--- src/rtl/nibble_serial_adder_ctrl.sv ---
// nibble_serial_adder_ctrl
// Adds two W-bit operands (W = 4*NIBBLES) plus a carry-in with one shared
// 4-bit ripple-carry adder, one nibble per cycle, least significant nibble first.
// A valid/ready handshake accepts the request and another one returns the result.
// Optional feature macro NIBBLE_SERIAL_ADDER_SUB_EN adds a 'sub' input that
// selects a - b instead of a + b + cin.
//
// state | meaning
// IDLE  | waiting for a request, in_ready = 1
// RUN   | one nibble added per cycle, idx selects the nibble
// DONE  | result held on sum/cout/ovf until out_ready
module nibble_serial_adder_ctrl #(
   parameter int NIBBLES = 4
) (
   input  logic                   clk,
   input  logic                   rst,
   input  logic                   in_valid,
   output logic                   in_ready,
   input  logic [4*NIBBLES-1:0]   a,
   input  logic [4*NIBBLES-1:0]   b,
   input  logic                   cin,
`ifdef NIBBLE_SERIAL_ADDER_SUB_EN
   input  logic                   sub,
`endif
   output logic                   out_valid,
   input  logic                   out_ready,
   output logic [4*NIBBLES-1:0]   sum,
   output logic                   cout,
   output logic                   ovf
);

   localparam int W    = 4 * NIBBLES;
   localparam int IDXW = (NIBBLES > 1) ? $clog2(NIBBLES) : 1;

   localparam logic [1:0] S_IDLE = 2'd0;
   localparam logic [1:0] S_RUN  = 2'd1;
   localparam logic [1:0] S_DONE = 2'd2;

   logic [1:0]      state;
   logic [IDXW-1:0] idx;
   logic [W-1:0]    a_q;
   logic [W-1:0]    b_q;
   logic            carry_q;
   logic [W-1:0]    sum_q;
   logic            cout_q;
   logic            ovf_q;

   logic [3:0]      na;
   logic [3:0]      nb;
   logic [3:0]      ns;
   logic [4:0]      c;
   logic            last;
   logic            sub_sel;

`ifdef NIBBLE_SERIAL_ADDER_SUB_EN
   assign sub_sel = sub;
`else
   assign sub_sel = 1'b0;
`endif

   assign last = (idx == IDXW'(NIBBLES - 1));

   // Shared 4-bit ripple-carry adder on the currently selected nibble.
   always_comb begin
      na   = a_q[{idx, 2'b00} +: 4];
      nb   = b_q[{idx, 2'b00} +: 4];
      ns   = 4'd0;
      c    = 5'd0;
      c[0] = carry_q;
      for (int i = 0; i < 4; i++) begin
         ns[i]   = na[i] ^ nb[i] ^ c[i];
         c[i+1]  = (na[i] & nb[i]) | (na[i] & c[i]) | (nb[i] & c[i]);
      end
   end

   // Sequencer: accept, per-nibble accumulate, hold result until consumed.
   always_ff @(posedge clk) begin
      if (rst) begin
         state   <= S_IDLE;
         idx     <= '0;
         a_q     <= '0;
         b_q     <= '0;
         carry_q <= 1'b0;
         sum_q   <= '0;
         cout_q  <= 1'b0;
         ovf_q   <= 1'b0;
      end else begin
         case (state)
            S_IDLE: begin
               if (in_valid) begin
                  // Subtraction is a + ~b + 1; b is stored already inverted.
                  a_q     <= a;
                  b_q     <= sub_sel ? ~b : b;
                  carry_q <= sub_sel ? 1'b1 : cin;
                  sum_q   <= '0;
                  cout_q  <= 1'b0;
                  ovf_q   <= 1'b0;
                  idx     <= '0;
                  state   <= S_RUN;
               end
            end
            S_RUN: begin
               sum_q[{idx, 2'b00} +: 4] <= ns;
               carry_q                  <= c[4];
               if (last) begin
                  cout_q <= c[4];
                  ovf_q  <= c[3] ^ c[4];
                  idx    <= '0;
                  state  <= S_DONE;
               end else begin
                  idx <= idx + 1'b1;
               end
            end
            S_DONE: begin
               if (out_ready) begin
                  state <= S_IDLE;
               end
            end
            default: begin
               state <= S_IDLE;
            end
         endcase
      end
   end

   assign in_ready  = (state == S_IDLE) && !rst;
   assign out_valid = (state == S_DONE);
   assign sum       = sum_q;
   assign cout      = cout_q;
   assign ovf       = ovf_q;

endmodule

--- config.mk ---
export PLATFORM = sky130hd
export DESIGN_NAME = nibble_serial_adder_ctrl
export DESIGN_NICKNAME = d
export VERILOG_FILES = /design/src/rtl/nibble_serial_adder_ctrl.sv
export SDC_FILE = /design/constraint.sdc
export NUM_CORES = 1
export LEC_CHECK = 0
export CAP_MARGIN = 15
export CORE_MARGIN = 2
export CORE_UTILIZATION = 50
export CTS_BUF_LIST = sky130_fd_sc_hd__clkbuf_4
export DETAILED_ROUTE_END_ITERATION = 6
export PLACE_DENSITY = 0.81
export SLEW_MARGIN = 25
export SYNTH_ARGS = -nofsm -noshare
export SYNTH_HDL_FRONTEND = slang
export SYNTH_SLANG_ARGS = --single-unit
export TNS_END_PERCENT = 100
--- constraint.sdc ---
create_clock -name clk -period 4.3 [get_ports clk]
set_clock_uncertainty 0.2 [all_clocks]
set_input_delay 0.86 -clock clk [delete_from_list [all_inputs] [get_ports clk]]
set_output_delay 0.86 -clock clk [all_outputs]
set_load 0.01 [all_outputs]
==> summary.md, run 1 <==
| Metric | Value |
|---|---|
| Seq cells post-synth | `55` |
| Worst Tran Pin Value | `around 740 ps` |
| Inst Count DP | `approximately 370` |
| Share of cells above drive strength 1 | `0.0779` |
| Bufs on Longest Clock Path | `2` |
| Synth top area share | `0.448` |
| Die area | `0.00549 mm2` |
| Synth Instances | `260` |
| Root buf cell | `clkbuf_4` |
| Setup Buffers After CTS | `0` |
| Fin crit period | `3430 ps` |
| Avg WL per Cell | `~13 um` |
| Row count | `25` |
| Post-route non-filler standard cell count | `around 380` |
| Synth top area cells | `dfxtp_1 (45%), nand2_1 (10%), a21oi_1 (7.5%)` |
| Core footprint | `between 0.004 and 0.005 mm2` |
| Final HPWL DP | `roughly 3700 um` |
| Drt total wl | `~5000 um` |
| Number of enable flip-flop cells after synthesis | `0` |
| CTS resizes | `0` |
| GP Congestion | `a little under 0.8` |
| Post-synthesis async set-or-reset flop share | `0` |
| Iteration-0 DRC count of the detailed router | `66` |
| Total I/O pin count | `57` |
| Clock Sinks | `55` |
| Critical Path Sink Type | `register` |
| CTS Hold Bufs | `0` |
| Nets | `approximately 350` |
| Leak | `~0.0011 uW` |
| Worst-skew pair later-pin latency | `~370 ps` |
| WS Path Type | `register to register` |
| Starting Density | `0.520` |
| Unrepaired setup endpoints after global routing | `no` |
| Residual DRC | `0` |
| Synth Area per Inst | `approximately 9.4 um2` |
| First-pass GRT wire length | `8400 um` |
| Ys Warns | `0` |
| Max VDD drop | `approximately 210 uV` |
| Mapped Nets | `approximately 310` |
| CTS tree | `built` |
| Buffers on Ports | `56` |
| Most common flop cell mapped by yosys | `dfxtp_1` |
| Mapped Area | `0.00246 mm2` |
| Area delta synth->final | `24.5%` |
| PwrDens | `between 200 and 300 mW/mm2` |
| Setup_tns | `0 ps` |
| Most common cell in the netlist | `nand2_1` |
| GRT Total Usage | `0.200` |
| Netlist cell types | `37` |
| Die Y | `74.1 um` |
| Data required, critical path | `4410 ps` |
| Arr. time, crit path | `between 3000 and 4000 ps` |
| Final setup viols | `0` |
| Grt ovf | `0` |
| CP startpoint kind | `register` |
| Hold crit path type | `register to register` |
| Via count | `~2,000` |
| Diode count | `0` |
| Initial antenna violation count | `0` |
| Largest net degree at the start of global routing | `48` |
| First drt pass iteration count | `4` |
| Die Wd | `about 74 um` |
| Util after Layout | `0.647` |
| Fillers | `415` |
| Run status | `finished, final reports clean` |
| Clk slew on worst S/H paths | `140 ps` |
| Vias in the first global route | `between 1,500 and 2,000` |
| CTS buffer count | `5` |
| Max_cap viols | `0` |
| Via density | `between 5 and 6` |
| Fmax | `292 MHz` |
| Post-route ant nets | `0` |
| Design Power | `between 900 and 1000 uW` |
| Final Hold Vio Count | `0` |
| H-tree Lvls | `2` |
| Top post-synthesis cells by count | `nand2_1 (66), dfxtp_1 (55), a21oi_1 (37)` |
| Share of synthesized area occupied by flip-flops and latches | `0.448` |
| Slew Limit Fails | `0` |
| Cell taking the most area after synthesis | `dfxtp_1` |
| Critical path peak fanout | `16` |
| Rel. slew slack | `0.508` |
| Final Cycle Share | `0.797` |
==> cell usage in the layout, fill, tap and decap left out, drive strengths merged <==
cell type / instances
fa: 4
nor2: 7
xor2: 1
nand3b: 2
nor3: 2
a221oi: 1
a2bb2o: 1
buf: 2
nor2b: 1
mux2: 4
a2bb2oi: 2
clkinv: 2
ha: 4
dfxtp: 55
o21ai: 1
a21oi: 37
o2bb2ai: 3
mux2i: 2
mux4: 8
nor4: 1
clkbuf: 5
and2: 1
inv: 12
clkdlybuf4s50: 56
a21boi: 1
nor3b: 2
nor4bb: 1
nand2: 66
a22o: 12
o21bai: 1
nand2b: 6
nand3: 3
or3b: 2
==> sequential cells by signal, summed over array words and instances (netlist names) <==
| register | cells |
|---|---|
| idx | 2 |
| carry_q | 1 |
| a_q | 16 |
| cout | 1 |
| ovf | 1 |
| sum | 16 |
| state | 2 |
| b_q | 16 |
==> power breakdown <==
| part | switching, uW | total [uW] | internal [uW] |
|---|---|---|---|
| Clock | 151 | 209 | 58.4 |
| Sequential | 20.9 | 554 | 533 |
| Combinational | 70.9 | 153 | 82.1 |
| Total | 242 | 916 | 673 |
==> cell families after synthesis <==
group	count (synthesis)	synth area share
AO/OA/AOI/OAI	59	0.152
XOR/XNOR	1	0.00357
adder cells (fa/ha/maj)	8	0.0530
buffers and inverters	29	0.0637
flip-flops	55	0.448
multiplexers	14	0.101
AND/OR/NAND/NOR	94	0.178
==> path summary, 6_finish.rpt <==
| path | start | end | slack, ps | cells past startpoint |
|---|---|---|---|---|
| worst min register to register | a_q[13]$_SDFFE_PP0P_ | a_q[13]$_SDFFE_PP0P_ | 260 | 2 |
| worst min-delay path | a_q[13]$_SDFFE_PP0P_ | a_q[13]$_SDFFE_PP0P_ | 260 | 2 |
| worst max register to register | idx[0]$_SDFFE_PP0P_ | sum[7]$_SDFFE_PP0P_ | 870 | 8 |
| worst max-delay path | idx[0]$_SDFFE_PP0P_ | sum[7]$_SDFFE_PP0P_ | 870 | 8 |
==> routing by layer <==
metal	global-route usage	vias to the layer above	routed length, um
met4	0.0949	0	141
met1	0.249	896	2250
li1	-	979	-
met5	0	-	0
met3	0.0542	12	243
met2	0.322	58	2350
==> worst max-delay path, stage by stage (launching register included) <==
cell,delay [ps]
dfxtp_1,830
mux4_2,610
fa_1,410
inv_1,80
fa_1,190
fa_1,240
fa_1,450
nor2_1,200
a22o_1,170
==> stage by stage <==
step / hold slack (ps) / worst slack [ps] / instance area (um2)
2_1_floorplan: 232 / 1310 / 2460
3_3_place_gp: 240 / 984 / 3010
3_5_place_dp: 245 / 851 / 3010
4_1_cts: 264 / 810 / 3060
5_1_grt: 281 / 628 / 3060
6_report: 263 / 872 / 3060
==> area by class of cell <==
| type | count | area (um2) | area share |
|---|---|---|---|
| sequential | 55 | 1100 | 0.360 |
| inverter | 12 | 45.0 | 0.0147 |
| clock buffer | 5 | 37.5 | 0.0123 |
| clock inverter | 2 | 8.76 | 0.00287 |
| tap | 67 | 83.8 | 0.0274 |
| multi-input combinational | 176 | 1200 | 0.394 |
| timing repair buffer | 58 | 576 | 0.188 |
No activity file was read; power rests on OpenSTA's default activity.
==> run 2: changes to the inputs <==
==> constraint.sdc (replaced) <==
create_clock -name clk -period 3.5 [get_ports clk]
set_clock_uncertainty 0.2 [all_clocks]
set_input_delay 0.7 -clock clk [delete_from_list [all_inputs] [get_ports clk]]
set_output_delay 0.7 -clock clk [all_outputs]
set_load 0.01 [all_outputs]
==> run 2 against run 1 <==
Compared with the run above: maximum frequency is 11% higher; die area unchanged; sequential share of layout area down 0.31 points; cell count is 0.80% higher.
==> summary.md, run 2 (synthesis gave the netlist of run 1 again) <==
| Metric | Value |
|---|---|
| Run status | `finished, final reports clean` |
| Die area | `0.00549 mm2 (unchanged)` |
| CTS tree | `built` |
| CTS buffer count | `5 (unchanged)` |
| Combinational group share of total power | `0.168 (about the same)` |
| Row count | `25 (unchanged)` |
| Critical path peak fanout | `11 (-5)` |
| First drt pass iteration count | `4 (unchanged)` |
| Data required, critical path | `3570 ps (-840 ps)` |
| CP startpoint kind | `register` |
| Final Cycle Share | `0.886 (+0.0886)` |
| Hold Path End | `b_q[1]$_SDFFE_PP0P_` |
| Vias in the first global route | `1,827 (-2.1%)` |
| CP Cell Sequence | `buf_4 > mux4_2 > inv_1 > fa_1 > fa_1 > fa_1 > nand2_1 > o21ai_0 > a221oi_1` |
| Slew Limit Fails | `0 (unchanged)` |
| Diode count | `0 (unchanged)` |
| Clk slew on worst S/H paths | `130 ps (about the same)` |
| Bufs on Longest Clock Path | `2 (unchanged)` |
| Area delta synth->final | `25.5%` |
| Hold depth | `2 (unchanged)` |
| Slowest CP cell | `dfxtp_1` |
| PwrDens | `373 mW/mm2 (+24%)` |
| Avg WL per Cell | `12.9 um (-2.8%)` |
| Leak | `0.00112 uW (+1.7%)` |
| Final setup viols | `0 (unchanged)` |
| Core footprint | `0.00472 mm2 (unchanged)` |
| Max_cap viols | `0 (unchanged)` |
| Most common cell after layout, fill and taps aside | `nand2_1` |
| Footprint of the multi-input gates | `0.00120 mm2 (unchanged)` |
| WS Path Type | `register to register` |
| Flop pwr share | `0.589 (-0.016)` |
| Grt ovf | `0 (unchanged)` |
| P_int | `851 uW (+26%)` |
| Final Hold Vio Count | `0 (unchanged)` |
| Die Y | `74.1 um (unchanged)` |
| Rel. slew slack | `0.558 (+0.0508)` |
| Most frequent cells in the layout | `nand2_1 (66), clkdlybuf4s50_1 (56), dfxtp_1 (55), a21oi_1 (37)` |
| Total I/O pin count | `57 (unchanged)` |
| H-tree Lvls | `2 (unchanged)` |
| Most used cell, CP | `fa_1` |
| Via density | `5.16 (-0.59%)` |
| Critical path's largest stage delay | `540 ps (-290 ps)` |
| Fin crit period | `3100 ps (-328 ps)` |
| Fmax | `323 MHz (+11%)` |
| Root buf cell | `clkbuf_4` |
| RR Startpoint | `idx[0]$_SDFFE_PP0P_` |
| Clock power frac | `0.243 (+0.015)` |
| Starting Density | `0.520 (unchanged)` |
| Unrepaired setup endpoints after global routing | `no` |
| Initial antenna violation count | `0 (unchanged)` |
| Net Sw Frac | `0.260 (-0.00498)` |
| Share of cells above drive strength 1 | `0.0900 (+0.0121)` |
| GRT Total Usage | `0.199 (-0.000571)` |
| Post-route ant nets | `0 (unchanged)` |
| GP Congestion | `0.826 (+5.1%)` |
| Hold Crit Start | `b_q[1]$_SDFFE_PP0P_` |
| Final HPWL DP | `3610 um (-2.9%)` |
| CTS Hold Bufs | `0 (unchanged)` |
| Die Wd | `74.1 um (unchanged)` |
| Setup_tns | `0 ps (unchanged)` |
| Hold crit path type | `register to register` |
| Via count | `1,949 (+0.21%)` |
| Buffers on Ports | `56 (unchanged)` |
| Drt total wl | `4890 um (-2.0%)` |
| Residual DRC | `0 (unchanged)` |
| Worst-skew pair later-pin latency | `380 ps (about the same)` |
| Largest net degree at the start of global routing | `48 (unchanged)` |
| Clock Sinks | `55 (unchanged)` |
| Setup Buffers After CTS | `0 (unchanged)` |
| Max VDD drop | `272 uV (+33%)` |
| Register area | `0.00110 mm2 (unchanged)` |
| Worst r2r path cells | `9 (+1)` |
| Arr. time, crit path | `3170 ps (-370 ps)` |
| R2R Setup Slk | `400 ps (-470 ps)` |
| Worst Tran Pin Value | `662 ps (-76.1 ps)` |
| Fillers | `381 (-8.2%)` |
| CTS resizes | `0 (unchanged)` |
| Nets | `355 (+0.57%)` |
| Total net switching power | `299 uW (+23%)` |
| Iteration-0 DRC count of the detailed router | `132 (+100%)` |
| Design Power | `1150 uW (+26%)` |
| First-pass GRT wire length | `8410 um (+0.17%)` |
| Reg2reg end | `carry_q$_SDFFE_PP0P_` |
| Critical Path Sink Type | `register` |
-- run 2: changes by cell type in the layout (fill, tap and decap cells not counted), sizes merged --
cell	before	now
clkbuf	5	7
clkinv	2	1
buf	2	4
-- run 2: through the flow --
step           hold WS, ps  worst slack [ps]  instance area [um2]  std cells  utilization
2_1_floorplan          232               513                 2460        260            -
3_3_place_gp           243               518                 3030        370        0.641
3_5_place_dp           248               395                 3030        370        0.641
4_1_cts                267               390                 3080        378        0.653
5_1_grt                290               233                 3080        378        0.653
6_report               264               400                 3080        378        0.653
-- run 2: worst max path at each step --
stage	startpoint	endpoint	slack, ps
2_1_floorplan	idx[0]$_SDFFE_PP0P_	sum[7]$_SDFFE_PP0P_	510
3_3_place_gp	idx[0]$_SDFFE_PP0P_	sum[3]$_SDFFE_PP0P_	520
3_5_place_dp	idx[0]$_SDFFE_PP0P_	carry_q$_SDFFE_PP0P_	390
4_1_cts	idx[0]$_SDFFE_PP0P_	carry_q$_SDFFE_PP0P_	390
5_1_grt	idx[0]$_SDFFE_PP0P_	carry_q$_SDFFE_PP0P_	230
6_report	idx[0]$_SDFFE_PP0P_	carry_q$_SDFFE_PP0P_	400
-- run 2: per-layer routing --
metal  track usage  vias to the layer above  wire length (um)
met5             0                        -                 0
li1              -                      986                 -
met3        0.0556                        9               210
met1         0.264                      907              2320
met2         0.316                       47              2260
met4        0.0667                        0                89
-- run 2: worst max-delay path, delay by kind of cell, from the launching register on --
kind | cells | cell delay [ps]
muxes | 1 | 230
adders and majority gates | 3 | 1280
AOI/OAI and AO/OA | 2 | 360
DFF | 1 | 540
and+or+nand+nor | 1 | 80
buffers and inverters | 2 | 310
-- run 2: layout make-up --
class | instances | share of cell area
well taps | 67 | 0.0272
flip-flops and latches | 55 | 0.357
clock inverters | 1 | 0.00162
inverters | 12 | 0.0146
clock buffers | 7 | 0.0170
repair buffers | 60 | 0.192
multi-input cells | 176 | 0.391
-- run 2: power by group through the flow --
stage | Clock, uW | Combinational, uW | Sequential (uW)
floorplan | 0 | 132 | 680
global placement | 0 | 189 | 691
detailed placement | 0 | 193 | 691
CTS | 284 | 194 | 677
global route | 305 | 215 | 682
finish | 280 | 193 | 677
==> run 3: changes to the inputs <==
--- a/config.mk
+++ b/config.mk
@@ -11,6 +11,7 @@
 export CTS_BUF_LIST = sky130_fd_sc_hd__clkbuf_4
 export DETAILED_ROUTE_END_ITERATION = 6
 export PLACE_DENSITY = 0.81
+export SETUP_SLACK_MARGIN = 0.3
 export SLEW_MARGIN = 25
 export SYNTH_ARGS = -nofsm -noshare
 export SYNTH_HDL_FRONTEND = slang
==> run 3 against run 2 <==
Compared with the run above: cell count unchanged; non-clock buffer count unchanged; core utilization about the same; total power about the same; clock power about the same; flip-flop and latch count unchanged; count of clock-buffer cells in the layout unchanged; highest routed layer unchanged.
==> summary.md, run 3 (synthesis gave the netlist of run 1 again) <==
| Metric | Value |
|---|---|
| Slew Limit Fails | `0 (unchanged)` |
| Setup_tns | `0 ps (unchanged)` |
| Via count | `1,949 (unchanged)` |
| Critical Path Sink Type | `register` |
| Final HPWL DP | `3610 um (unchanged)` |
| Core footprint | `0.00472 mm2 (unchanged)` |
| Nets | `355 (unchanged)` |
| Unrepaired setup endpoints after global routing | `no` |
| Die Wd | `74.1 um (unchanged)` |
| Final Hold Vio Count | `0 (unchanged)` |
| Arr. time, crit path | `3060 ps (-110 ps)` |
| Worst Tran Pin Value | `662 ps (unchanged)` |
| Fmax | `334 MHz (+3.7%)` |
| Root buf cell | `clkbuf_4` |
| GP Congestion | `0.826 (unchanged)` |
| Avg WL per Cell | `12.9 um (unchanged)` |
| Met3 Wirelength | `210 um (unchanged)` |
| WS Path Type | `register to register` |
| Critical path peak fanout | `11 (unchanged)` |
| Grt ovf | `0 (unchanged)` |
| Final Cycle Share | `0.854 (-0.0314)` |
| Hold crit path type | `register to register` |
| Worst Setup SP | `idx[0]$_SDFFE_PP0P_` |
| Die area | `0.00549 mm2 (unchanged)` |
| Util after Layout | `0.653 (about the same)` |
| Diode count | `0 (unchanged)` |
| Post-route ant nets | `0 (unchanged)` |
| First drt pass iteration count | `4 (unchanged)` |
| GRT Total Usage | `0.199 (unchanged)` |
| Reg2reg end | `carry_q$_SDFFE_PP0P_` |
| Via density | `5.16 (unchanged)` |
| Leak | `0.00112 uW (about the same)` |
| Area delta synth->final | `25.6% (about the same)` |
| Most common cell after layout, fill and taps aside | `nand2_1` |
| Met2 wire len | `2260 um (unchanged)` |
| Residual DRC | `0 (unchanged)` |
| Worst r2r path cells | `9 (unchanged)` |
| CP startpoint kind | `register` |
| Max_cap viols | `0 (unchanged)` |
| Starting Density | `0.520 (unchanged)` |
| WL met1 | `2320 um (unchanged)` |
| Iteration-0 DRC count of the detailed router | `132 (unchanged)` |
| Data required, critical path | `3570 ps (about the same)` |
| Vias in the first global route | `1,827 (unchanged)` |
| Worst-skew pair later-pin latency | `380 ps (about the same)` |
| Clock Sinks | `55 (unchanged)` |
| Share of cells above drive strength 1 | `0.0932 (+0.00322)` |
| Buffers on Ports | `56 (unchanged)` |
| H-tree Lvls | `2 (unchanged)` |
| PwrDens | `373 mW/mm2 (about the same)` |
| Run status | `finished, final reports clean` |
| Most frequent cells in the layout | `nand2_1 (66), clkdlybuf4s50_1 (56), dfxtp_1 (54), a21oi_1 (37)` |
| Row count | `25 (unchanged)` |
| Max VDD drop | `272 uV (about the same)` |
| Largest net degree at the start of global routing | `48 (unchanged)` |
| Critical Path End | `carry_q$_SDFFE_PP0P_` |
| Drt total wl | `4890 um (unchanged)` |
| CTS tree | `built` |
| Design Power | `1150 uW (about the same)` |
| Fin crit period | `2990 ps (-110 ps)` |
| R2R Setup Slk | `510 ps (+110 ps)` |
| RR Startpoint | `idx[0]$_SDFFE_PP0P_` |
| Final setup viols | `0 (unchanged)` |
| Top layer in use | `met4` |
| First-pass GRT wire length | `8410 um (unchanged)` |
| Setup Buffers After CTS | `0 (unchanged)` |
| Bufs on Longest Clock Path | `2 (unchanged)` |
| Hold slack final | `264 ps (unchanged)` |
| Rel. slew slack | `0.558 (unchanged)` |
| Initial antenna violation count | `0 (unchanged)` |
| Die Y | `74.1 um (unchanged)` |
| CTS buffer count | `5 (unchanged)` |
| Clk slew on worst S/H paths | `130 ps (about the same)` |
| Total I/O pin count | `57 (unchanged)` |
==> run 3: cell count changes in the layout (fill, tap and decap cells not counted) <==
cell,before,now
dfxtp_1,55,54
dfxtp_2,0,1
==> run 3: worst min path at each step <==
| stage | startpoint | endpoint | cells past startpoint |
|---|---|---|---|
| after floorplan | b_q[6]$_SDFFE_PP0P_ | b_q[6]$_SDFFE_PP0P_ | 2 |
| after global placement | b_q[11]$_SDFFE_PP0P_ | b_q[11]$_SDFFE_PP0P_ | 2 |
| after detailed placement | b_q[5]$_SDFFE_PP0P_ | b_q[5]$_SDFFE_PP0P_ | 2 |
| after CTS | b_q[1]$_SDFFE_PP0P_ | b_q[1]$_SDFFE_PP0P_ | 2 |
| after global routing | a_q[9]$_SDFFE_PP0P_ | a_q[9]$_SDFFE_PP0P_ | 2 |
| final | b_q[1]$_SDFFE_PP0P_ | b_q[1]$_SDFFE_PP0P_ | 2 |
==> run 3: repair_timing <==
item | 4_1_cts | 5_1_grt
hold buffers | 0 | 0
resized for setup | 0 | 1
setup endpoints to repair | 0 | 5
==> run 3: area by class of cell <==
type                       count  area, um2
fill                         380       1640
multi-input combinational    176       1200
sequential                    55       1100
timing repair buffer          60        591
tap                           67       83.8
clock buffer                   7       52.6
inverter                      12       45.0
clock inverter                 1       5.00
==> run 3: critical path, cell delays in order, from the launching register on <==
cell	delay [ps]
dfxtp_2	400
buf_4	190
mux4_2	330
inv_1	50
fa_1	410
fa_1	430
fa_1	440
nand2_1	80
o21ai_0	90
a221oi_1	270
==> run 3: layer usage <==
metal / vias up / GRT usage
met4: 0 / 0.0667
met3: 9 / 0.0556
met5: - / 0
li1: 986 / -
met1: 907 / 0.264
met2: 47 / 0.316
==> run 3: where the power goes <==
group | internal (uW) | switching (uW)
logic | 102 | 90.6
clock network | 94.3 | 185
registers | 655 | 22.6
total | 851 | 299
==> run 3: metrics by stage <==
stage / cells / instance area (um2) / setup slack [ps]
floorplan: 260 / 2460 / 513
global placement: 370 / 3030 / 518
detailed placement: 370 / 3030 / 395
CTS: 378 / 3080 / 390
global route: 378 / 3080 / 386
finish: 378 / 3080 / 510
